`config.mk`:
```
export PLATFORM = sky130hd
export DESIGN_NAME = fuzz_stim_misr
export DESIGN_NICKNAME = d
export VERILOG_FILES = /design/src/rtl/fuzz_harness_pkg.sv /design/src/rtl/fuzz_misr.sv /design/src/rtl/fuzz_stim_misr.sv
export SDC_FILE = /design/constraint.sdc
export NUM_CORES = 1
export LEC_CHECK = 0
export BUFFER_PORTS_ARGS = -buffer_cell sky130_fd_sc_hd__buf_2
export CAP_MARGIN = 10
export CELL_PAD_IN_SITES_DETAIL_PLACEMENT = 2
export CELL_PAD_IN_SITES_GLOBAL_PLACEMENT = 2
export CORE_AREA = 2 2 264 266
export DETAILED_ROUTE_END_ITERATION = 12
export DIE_AREA = 0 0 266 268
export MAX_ROUTING_LAYER = met4
export PLACE_DENSITY = 0.75
export SYNTH_ARGS = -nofsm -noshare
export SYNTH_HDL_FRONTEND = slang
export SYNTH_SLANG_ARGS = --single-unit
```
`constraint.sdc`:
```
create_clock -name clk -period 1.7 [get_ports clk]
set_input_delay 0.17 -clock clk [delete_from_list [all_inputs] [get_ports clk]]
set_output_delay 0.17 -clock clk [all_outputs]
set_load 0.02 [all_outputs]
```
`src/rtl/fuzz_harness_pkg.sv`:
```
// Shared types and helpers for the fuzz stimulus/MISR harness.
package fuzz_harness_pkg;

  typedef enum logic [2:0] {
    ST_IDLE,
    ST_DRIVE,
    ST_GAP,
    ST_FLUSH,
    ST_DONE
  } state_t;

  localparam logic [31:0] DEF_MISR_POLY = 32'h04C11DB7;
  localparam logic [63:0] DEF_LFSR_TAPS = 64'hD800000000000000;

  // Upper bounds for the fold helper: response width and signature width.
  localparam int unsigned FOLD_IN_MAX  = 1024;
  localparam int unsigned FOLD_SIG_MAX = 64;

  // XOR of data[out_w-1:0] split into misr_w-bit chunks from bit 0; the
  // top partial chunk is implicitly zero-padded.
  function automatic logic [FOLD_SIG_MAX-1:0] fold(
    input logic [FOLD_IN_MAX-1:0] data,
    input int unsigned            out_w,
    input int unsigned            misr_w
  );
    logic [FOLD_SIG_MAX-1:0] acc;
    logic [5:0]              idx;
    acc = '0;
    idx = '0;
    for (int unsigned i = 0; i < FOLD_IN_MAX; i++) begin
      if (i < out_w && misr_w != 0) begin
        idx      = 6'(i % misr_w);
        acc[idx] = acc[idx] ^ data[10'(i)];
      end
    end
    return acc;
  endfunction

endpackage

```
`src/rtl/fuzz_misr.sv`:
```
// Multiple-input signature register compacting a wide response bus.
module fuzz_misr
  import fuzz_harness_pkg::*;
#(
  parameter int unsigned       OUT_W     = 501,
  parameter int unsigned       MISR_W    = 32,
  parameter logic [MISR_W-1:0] MISR_POLY = MISR_W'(DEF_MISR_POLY)
) (
  input  logic              clk,
  input  logic              rst,
  input  logic              clr,
  input  logic              en,
  input  logic [OUT_W-1:0]  data,
  output logic [MISR_W-1:0] sig
);

  logic [MISR_W-1:0] r_sig;
  logic [MISR_W-1:0] w_fold;

  assign w_fold = MISR_W'(fold(FOLD_IN_MAX'(data), OUT_W, MISR_W));

  always_ff @(posedge clk) begin
    if (rst) begin
      r_sig <= '0;
    end else if (clr) begin
      r_sig <= '0;
    end else if (en) begin
      r_sig <= (r_sig << 1) ^ (r_sig[MISR_W-1] ? MISR_POLY : '0) ^ w_fold;
    end
  end

  assign sig = r_sig;

endmodule

```
`src/rtl/fuzz_stim_misr.sv`:
```
// Stimulus/response harness: LFSR-driven stimulus bus with optional zero gaps,
// response compaction into a MISR signature, start/busy/done handshake.
module fuzz_stim_misr
  import fuzz_harness_pkg::*;
#(
  parameter int unsigned       IN_W      = 79,
  parameter int unsigned       OUT_W     = 501,
  parameter int unsigned       NUM_VEC   = 24,
  parameter int unsigned       RESP_LAT  = 1,
  parameter int unsigned       MISR_W    = 32,
  parameter logic [MISR_W-1:0] MISR_POLY = MISR_W'(DEF_MISR_POLY),
  parameter logic [63:0]       LFSR_TAPS = DEF_LFSR_TAPS,
  localparam int unsigned      CNT_W     = $clog2(NUM_VEC + 1)
) (
  input  logic              clk,
  input  logic              rst,
  input  logic              start,
  input  logic              zero_gap_en,
  input  logic              seed_load,
  input  logic [63:0]       seed_in,
  output logic [IN_W-1:0]   stim,
  input  logic [OUT_W-1:0]  resp,
  output logic              busy,
  output logic              done,
  output logic [MISR_W-1:0] signature,
  output logic [CNT_W-1:0]  vec_count
);

  localparam int unsigned REP = (IN_W + 127) / 128;

  // IN_W LSBs of {.., ~l, l}, with l at bit 0.
  function automatic logic [IN_W-1:0] stim_pattern(input logic [63:0] l);
    return IN_W'({REP{~l, l}});
  endfunction

  function automatic logic [63:0] lfsr_adv(input logic [63:0] l);
    return (l >> 1) ^ (l[0] ? LFSR_TAPS : '0);
  endfunction

  state_t           r_state;
  logic [63:0]      r_lfsr;
  logic             r_gap_en;
  logic [CNT_W-1:0] r_vec_count;
  logic [IN_W-1:0]  r_stim;
  logic             r_busy;
  logic             r_done;

  logic [63:0] w_seed;
  logic [63:0] w_lfsr_start;
  logic [63:0] w_lfsr_next;
  logic        w_last;
  logic        w_valid_in;
  logic        w_clr;
  logic        w_cap_en;
  logic        w_pipe_drained;

  assign w_seed       = (seed_in == '0) ? 64'h1 : seed_in;
  assign w_lfsr_start = seed_load ? w_seed : r_lfsr;
  assign w_lfsr_next  = lfsr_adv(r_lfsr);
  assign w_last       = (32'(r_vec_count) + 32'd1) >= NUM_VEC;
  assign w_valid_in   = (r_state == ST_DRIVE) || (r_state == ST_GAP);
  assign w_clr        = (r_state == ST_IDLE) && start;

  // Valid delay line aligning capture with the DUT response latency.
  if (RESP_LAT == 0) begin : g_lat0
    assign w_cap_en       = w_valid_in;
    assign w_pipe_drained = 1'b1;
  end else begin : g_pipe
    logic [RESP_LAT-1:0] r_pipe;
    logic [RESP_LAT-1:0] w_shift;
    assign w_shift = r_pipe << 1;
    always_ff @(posedge clk) begin
      if (rst) r_pipe <= '0;
      else     r_pipe <= w_shift | RESP_LAT'(w_valid_in);
    end
    assign w_cap_en       = r_pipe[RESP_LAT-1];
    assign w_pipe_drained = (w_shift == '0);
  end

  // Outputs are registered alongside the state, so stim is loaded with the
  // pattern of the LFSR value the next DRIVE cycle will hold.
  always_ff @(posedge clk) begin
    if (rst) begin
      r_state     <= ST_IDLE;
      r_lfsr      <= 64'h1;
      r_gap_en    <= 1'b0;
      r_vec_count <= '0;
      r_stim      <= '0;
      r_busy      <= 1'b0;
      r_done      <= 1'b0;
    end else begin
      r_done <= 1'b0;
      case (r_state)
        ST_IDLE: begin
          if (seed_load) r_lfsr <= w_seed;
          if (start) begin
            r_vec_count <= '0;
            r_gap_en    <= zero_gap_en;
            r_stim      <= stim_pattern(w_lfsr_start);
            r_busy      <= 1'b1;
            r_state     <= ST_DRIVE;
          end
        end
        ST_DRIVE: begin
          r_lfsr <= w_lfsr_next;
          if (32'(r_vec_count) < NUM_VEC) r_vec_count <= r_vec_count + CNT_W'(1);
          if (w_last) begin
            r_stim <= '0;
            if (RESP_LAT == 0) begin
              r_busy  <= 1'b0;
              r_done  <= 1'b1;
              r_state <= ST_DONE;
            end else begin
              r_state <= ST_FLUSH;
            end
          end else if (r_gap_en) begin
            r_stim  <= '0;
            r_state <= ST_GAP;
          end else begin
            r_stim <= stim_pattern(w_lfsr_next);
          end
        end
        ST_GAP: begin
          r_stim  <= stim_pattern(r_lfsr);
          r_state <= ST_DRIVE;
        end
        ST_FLUSH: begin
          if (w_pipe_drained) begin
            r_busy  <= 1'b0;
            r_done  <= 1'b1;
            r_state <= ST_DONE;
          end
        end
        ST_DONE: begin
          r_state <= ST_IDLE;
        end
        default: begin
          r_stim  <= '0;
          r_busy  <= 1'b0;
          r_state <= ST_IDLE;
        end
      endcase
    end
  end

  fuzz_misr #(
    .OUT_W    (OUT_W),
    .MISR_W   (MISR_W),
    .MISR_POLY(MISR_POLY)
  ) u_misr (
    .clk (clk),
    .rst (rst),
    .clr (w_clr),
    .en  (w_cap_en),
    .data(resp),
    .sig (signature)
  );

  assign stim      = r_stim;
  assign busy      = r_busy;
  assign done      = r_done;
  assign vec_count = r_vec_count;

endmodule

```
==> results of run 1 <==
where the power goes:
group / switching (uW) / internal, uW
sequential: 474 / 4770
clock: 2230 / 1940
combinational: 3850 / 3630
total: 6550 / 10300
worst max-delay path: cells and delay by family (launching register included):
| family | cells | cell delay [ns] |
|---|---|---|
| AND/OR/NAND/NOR | 1 | 0.08 |
| AO/OA/AOI/OAI | 4 | 0.58 |
| adder cells (fa/ha/maj) | 1 | 0.18 |
| buffers and inverters | 3 | 0.50 |
| flip-flops | 1 | 0.37 |
registers in the layout, indices dropped and copies added (netlist names):
signal and count:
g_pipe.r_pipe 1, r_gap_en 1, busy 1, stim 79, r_state 3, done 1
u_misr.sig 32, vec_count 5, r_lfsr 64
layout by cell type, fill, tap and decap left out, types with 5 or more instances in the layout:
master     synthesis  final
o21ai_1           58     62
a21oi_2            0     32
mux2i_1           23     23
dfxtp_1          187    179
xnor3_1           38     38
xor2_1            41     41
buf_6              6      5
xnor2_1          387    383
a211oi_1          62     61
clkbuf_16          0     24
buf_2             19    686
nor3b_1           14      7
buf_4              1    141
nand2_1          194    192
a21oi_1          184    151
nor2_1           249    240
buf_12             0     23
diode_2            0     34
nor4_1            17     15
nand3_1           17     17
a2bb2oi_1         14     11
nor3_1             5      5
nor2_4             1      7
o2bb2ai_1          6      6
dfxtp_4            0      5
nand3b_1          16     16
nor3b_2            0      7
o21ai_0           90     86
nand4_1            5      5
synthesized netlist by cell type (4+ instances only):
cell type,count
a211oi_1,62
a21oi_1,184
a2bb2oi_1,14
buf_1,9
buf_2,19
buf_6,6
clkbuf_1,76
dfxtp_1,187
inv_1,4
mux2i_1,23
nand2_1,194
nand3_1,17
nand3b_1,16
nand4_1,5
nor2_1,249
nor3_1,5
nor3b_1,14
nor4_1,17
o21ai_0,90
o21ai_1,58
o2bb2ai_1,6
xnor2_1,387
xnor3_1,38
xor2_1,41
worst max-delay path by stage:
stage                            to  slack (ns)  cells after the start
final                      stim[18]        -0.1                      9
after global routing        stim[4]       -0.17                      9
after CTS                   stim[4]       -0.08                      9
after detailed placement  r_lfsr[0]       -0.56                      7
after global placement    r_lfsr[0]       -0.54                      7
after floorplan             stim[0]        -0.1                      7
repair_timing:
| item | CTS | global route |
|---|---|---|
| hold buffers | 3 | 0 |
| hold endpoints to repair | 3 | 0 |
| gates resized for setup | 22 | 54 |
| pin swaps | 6 | 19 |
| buffers inserted | 7 | 5 |
| gates cloned | 3 | 8 |
| endpoints found under the setup margin | 123 | 117 |
per-stage QoR:
stage               util (%)  area (sq um)  worst slack, ns  instances  TNS, ns
finish                 30.55         20850         -0.09548       3473   -3.517
global placement       28.59         19510          -0.5420       3381   -2.592
detailed placement     28.59         19510          -0.5589       3381   -7.569
global route           30.53         20830          -0.1712       3466   -9.539
CTS                    29.76         20300         -0.08262       3426   -2.038
floorplan                  -         13990         -0.09726       1765   -5.466
cells by family (layout without fill, tap and decap cells):
family	Yosys count	after routing	share of synthesized area, %
simple gates	537	538	16.45
fa+ha+maj	1	1	0.09010
flops	187	187	26.96
mux	23	23	1.658
compound gates	434	434	17.91
other cells	0	34	0
buf+inv	117	908	3.758
xor+xnor	466	466	33.16
layout make-up:
| class | instances | area, sq um | area share, % |
|---|---|---|---|
| antenna | 34 | 85.08 | 0.4082 |
| clock buffer | 18 | 429.2 | 2.059 |
| clock inverter | 14 | 133.9 | 0.6423 |
| inverter | 5 | 22.52 | 0.1080 |
| multi-input combinational | 1462 | 9971 | 47.83 |
| sequential | 187 | 3766 | 18.07 |
| tap | 882 | 1104 | 5.294 |
| timing repair buffer | 871 | 5334 | 25.59 |
layer usage:
metal | vias up | part of all wire [%]
met1 | 8062 | 39
met5 | - | 0
li1 | 7538 | -
met4 | 0 | 4.9
met3 | 143 | 4.5
met2 | 537 | 52
==> impl_metrics.csv, run 1 <==
group,metric,value,unit
status,status,"finished, violations left",
status,violations,"setup timing",
cells_and_area,layout.nets,3115,
cells_and_area,syn2layout_area_growth,50.13,%
min_path,hp-start,"seed_in[60]",
worst_setup_path,cp_slowest_cell,"dfxtp_4",
routing,viasPerCell,4.688,
synth,synth_area_leaders,"dfxtp_1 27%, xnor2_1 24%, nor2_1 6.7%",
floorplanning,die_w,266,microns
min_path,hold_end,"r_lfsr[60]",
clock_network,cts_htree_levels,4,
power_and_ir_drop,p_leak,0.009056,uW
worst_setup_path,timing.rr.end,"stim[18]",
synth,netlist.area_leader.share,26.96,%
worst_setup_path,cp_data_required_time,2.12,ns
worst_setup_path,start_kind,"flip-flop",
routing,drc_errors,0,
synth,synth_ff_type,"dfxtp_1",
min_path,hold_depth,3,
clock_network,clk_pin_slew,0.08,ns
min_path,min_path_type,"input port to flip-flop",
worst_setup_path,reg2regPathDepth,9,
worst_setup_path,crit_path_frequent_cell,"buf_12",
sta,hold_viol,0,
clock_network,clkLatencyLatePin,0.49,ns
worst_setup_path,cp.arrival,2.22,ns
worst_setup_path,rrSetupSlack,-0.1,ns
flow_run,maxCapViolations,0,
floorplanning,core,68230,sq um
floorplanning,rows,96,
global_routing,grt_pass1_vias,17320,
place,dpl.hpwl,72.90,mm
clock_network,clockBufferDepth,2,
worst_setup_path,reg2reg_from,"vec_count[0]",
synth,syn_inst,1765,
global_routing,use_met3,4.866,%
worst_setup_path,crit_start,"vec_count[0]",
global_routing,antenna_found_initial,50,
clock_network,clockRootBuffer,"clkbuf_16",
synth,synth_edf_count,0,
sta,clock_skew,0.01466,ns
global_routing,grt_max_degree,81,
routing,routedWlPerCell,26.03,microns
worst_setup_path,crit_path_end_kind,"flip-flop",
cells_and_area,drive_above_1_share,38.56,%
synth,synth_area,13880,sq um
floorplanning,die_h,268,microns
power_and_ir_drop,peakVddDrop,787.7,uV
clock_network,cts_made_buffers,17,
synth,synth.distinct_cells,56,
power_and_ir_drop,power,16890,uW
clock_network,cts_tree,"built",
worst_setup_path,cp_slowest_stage_delay,0.37,ns
routing,drt_iter0_drc,703,
sta,hold_ws,0.07046,ns
global_routing,grt_use_met2,42.73,%
place,place_congestion,0.9874,
worst_setup_path,worst-setup-path-type,"flip-flop to flip-flop",
sta,rsz0062_at_grt,"yes",
sta,fmax,557.0,MHz
routing,drt_pre_antenna_iters,7,
synth,synth_seq_area_share,26.96,%
sta,setup_viol,72,
sta,relSlewSlack,64.13,%
synth,yosysTopAreaCell,"dfxtp_1",
sta,worstMarginPinSlew,0.5342,ns
global_routing,globalRoute.busiestLayer,"met2",
synth,syn_nets,2336,
synth,avgSynthCellArea,7.867,sq um
sta,fin_crit_sh,105.6,%
worst_setup_path,worstPathMaxFanout,9,
clock_network,numClockSinks,187,
power_and_ir_drop,cellPowerDensity,810.3,nW/um^2
routing,num_vias,16280,
cells_and_area,nFillCells,7984,
worst_setup_path,path_cells,"ha_4 > nand3b_4 > o21ai_4 > a2111oi_4 > buf_4 > buf_12 > buf_12 > a21oi_1 > o21ai_1",
sta,fin_ws,-0.09548,ns
floorplanning,dieArea,71290,sq um
global_routing,grt.overflow.total,0,
floorplanning,pin_count,688,
synth,yosys_register_bits,187,
synth,yosys_warnings,0,
place,port_buffers,687,
global_routing,grt_usage,24.45,%
sta,fin_crit,1.795,ns
floorplanning,initial_core_util,20.35,%
routing,totalWireLength,90.42,mm
global_routing,grt_pass1_wl,120.9,mm
sta,slew_violations,0,
routing,ant_nets,0,
synth,async_flop_share,0,%
global_routing,use_met1,26.45,%
Note: power is estimated with default switching activity, not from simulation.
==> run 2: changes to the inputs <==
- MAX_ROUTING_LAYER: met4 -> default
- RECOVER_POWER: default -> 100
- SKIP_CTS_REPAIR_TIMING: default -> 1
==> run 2 against run 1 <==
Effect of this change:
- the flow still finishes with violations (setup timing)
- fmax decreased by 3.7%
- clock power grew 12%
- combinational power is essentially flat
- critical path depth unchanged
- final cell count shrank 0.20%
- critical path type unchanged
- largest power group unchanged
==> impl_metrics.csv, run 2 (synthesized netlist as in run 1, its figures left out) <==
group,metric,value,unit
global_routing,grt_usage,23.78,%
routing,drt_iter0_drc,810,
routing,drc_errors,0,
min_path,hold_depth,3,
floorplanning,core,68230,sq um
sta,worstMarginPinSlew,0.9163,ns
power_and_ir_drop,p_leak,0.008668,uW
cells_and_area,layout.nets,3119,
clock_network,clkLatencyLatePin,0.50,ns
sta,fin_crit_sh,109.6,%
sta,fmax,536.6,MHz
clock_network,clk_pin_slew,0.09,ns
min_path,hp-start,"seed_in[60]",
sta,setup_viol,70,
routing,num_vias,16390,
floorplanning,initial_core_util,20.35,%
clock_network,cts_htree_levels,4,
cells_and_area,seq_area,3764,sq um
sta,hold_ws,0.04254,ns
floorplanning,rows,96,
worst_setup_path,rrSetupSlack,-0.16,ns
power_and_ir_drop,p_int,10850,uW
clock_network,cts_made_buffers,17,
cells_and_area,drive_above_1_share,35.10,%
power_and_ir_drop,p_clk_share,26.8,%
worst_setup_path,path_cells,"buf_4 > nand3_1 > o21ai_4 > a2111oi_4 > buf_4 > clkbuf_16 > clkbuf_16 > a21oi_2 > o21ai_1",
worst_setup_path,worst-setup-path-type,"flip-flop to flip-flop",
routing,routedWlPerCell,26.43,microns
cells_and_area,syn2layout_area_growth,50.39,%
place,place_congestion,0.9537,
power_and_ir_drop,p_sw,6604,uW
floorplanning,dieArea,71290,sq um
power_and_ir_drop,pwr-share-seq,30.2,%
power_and_ir_drop,peakVddDrop,837.4,uV
global_routing,grt_max_degree,95,
cells_and_area,nFillCells,8033,
floorplanning,die_h,268,microns
clock_network,cts_tree,"built",
floorplanning,pin_count,688,
sta,fin_ws,-0.1636,ns
power_and_ir_drop,p_comb_share,43.0,%
worst_setup_path,timing.rr.end,"stim[21]",
clock_network,clockRootBuffer,"clkbuf_16",
sta,hold_viol,0,
routing,viasPerCell,4.728,
flow_run,maxCapViolations,0,
power_and_ir_drop,cellPowerDensity,835.8,nW/um^2
status,status,"finished, violations left",
cells_and_area,multiInputGateArea,10070,sq um
clock_network,numClockSinks,187,
sta,relSlewSlack,38.85,%
min_path,min_path_type,"input port to flip-flop",
sta,clock_skew,0.01532,ns
worst_setup_path,start_kind,"flip-flop",
min_path,hold_end,"r_lfsr[60]",
global_routing,grt_pass1_vias,17260,
cells_and_area,largest_register_ffs,79,
worst_setup_path,crit_path_end_kind,"flip-flop",
sta,fin_crit,1.864,ns
sta,slew_violations,0,
worst_setup_path,reg2regPathDepth,9,
clock_network,clockBufferDepth,2,
floorplanning,die_w,266,microns
place,port_buffers,687,
cells_and_area,final_common_cell,"buf_2",
worst_setup_path,critical_path.top_delay_family,"buffers and inverters",
cells_and_area,final_cell_mix,"570 x buf_2, 384 x xnor2_1, 240 x nor2_1",
global_routing,antenna_found_initial,47,
worst_setup_path,cp_slowest_stage_delay,0.37,ns
global_routing,grt.overflow.total,0,
worst_setup_path,path_buf_inv,4,
power_and_ir_drop,swShare,37.84,%
worst_setup_path,reg2reg_from,"vec_count[0]",
routing,drt_pre_antenna_iters,6,
sta,tns,-5.196,ns
worst_setup_path,worstPathMaxFanout,7,
sta,rsz0062_at_grt,"yes",
place,dpl.hpwl,73.02,mm
routing,totalWireLength,91.59,mm
routing,ant_nets,0,
status,violations,"setup timing",
worst_setup_path,cp_slowest_cell,"dfxtp_4",
worst_setup_path,cp_data_required_time,2.13,ns
worst_setup_path,cp.arrival,2.29,ns
global_routing,grt_pass1_wl,121.3,mm
## run 2: cell count changes in the layout (fill, tap and decap cells not counted), moves of 6 or more
cell,previous run,this run
clkbuf_1,1,119
buf_2,686,570
buf_4,141,130
diode_2,34,23
o21ai_0,86,76
nand2_1,192,184
buf_6,5,12
nand2_2,4,11
o21ai_2,0,7
a21oi_1,151,145
a21oi_2,32,38
## run 2: how the worst max path moves through the flow
stage / start / to / slack, ns / cells past startpoint
floorplan: vec_count[0] / stim[0] / -0.1 / 7
global placement: seed_in[52] / r_lfsr[0] / -0.52 / 7
detailed placement: seed_in[52] / r_lfsr[0] / -0.46 / 7
CTS: r_state[1] / r_lfsr[16] / -0.19 / 7
global route: vec_count[0] / stim[21] / -0.21 / 9
finish: vec_count[0] / stim[21] / -0.16 / 9
## run 2: area by class of cell
class	instances	area share, %
Multi-Input combinational cell	1462	48.23
Antenna cell	23	0.2756
Inverter	5	0.08988
Timing Repair Buffer	875	25.02
Tap cell	882	5.285
Clock buffer	20	2.241
Clock inverter	12	0.8329
Sequential cell	187	18.02
## run 2: layer usage
layer  up-vias  routed length, microns  GRT usage [%]
li1       7550                       -              -
met1      8083                   35200          26.61
met2       570                   46960          42.20
met3       172                    4476          4.719
met4        12                    4886          13.36
met5         -                      71         0.4730
## run 2: power by group through the flow
| stage | sequential, uW | combinational [uW] | clock [uW] |
|---|---|---|---|
| 2_1_floorplan | 5430 | 3950 | 0 |
| 3_3_place_gp | 5300 | 6990 | 0 |
| 3_5_place_dp | 5320 | 7190 | 0 |
| 4_1_cts | 5230 | 7240 | 4850 |
| 5_1_grt | 5320 | 8070 | 4970 |
| 6_report | 5270 | 7500 | 4680 |
## run 2: worst register-to-register path: cells and delay by family, from the launching register on
family          cells  cell delay [ns]
buf+inv             4             0.71
simple gates        1             0.11
compound gates      4             0.62
flops               1             0.37
## run 2: stage by stage
step	cells	total power [uW]	cell area [sq um]	setup slack, ns	utilization, %
detailed placement	3378	12510	19480	-0.4632	28.56
CTS	3410	17320	20130	-0.1907	29.50
global route	3461	18370	20870	-0.2124	30.59
finish	3466	17450	20880	-0.1636	30.61
floorplan	1765	9380	13990	-0.09726	-
global placement	3378	12300	19480	-0.5160	28.56
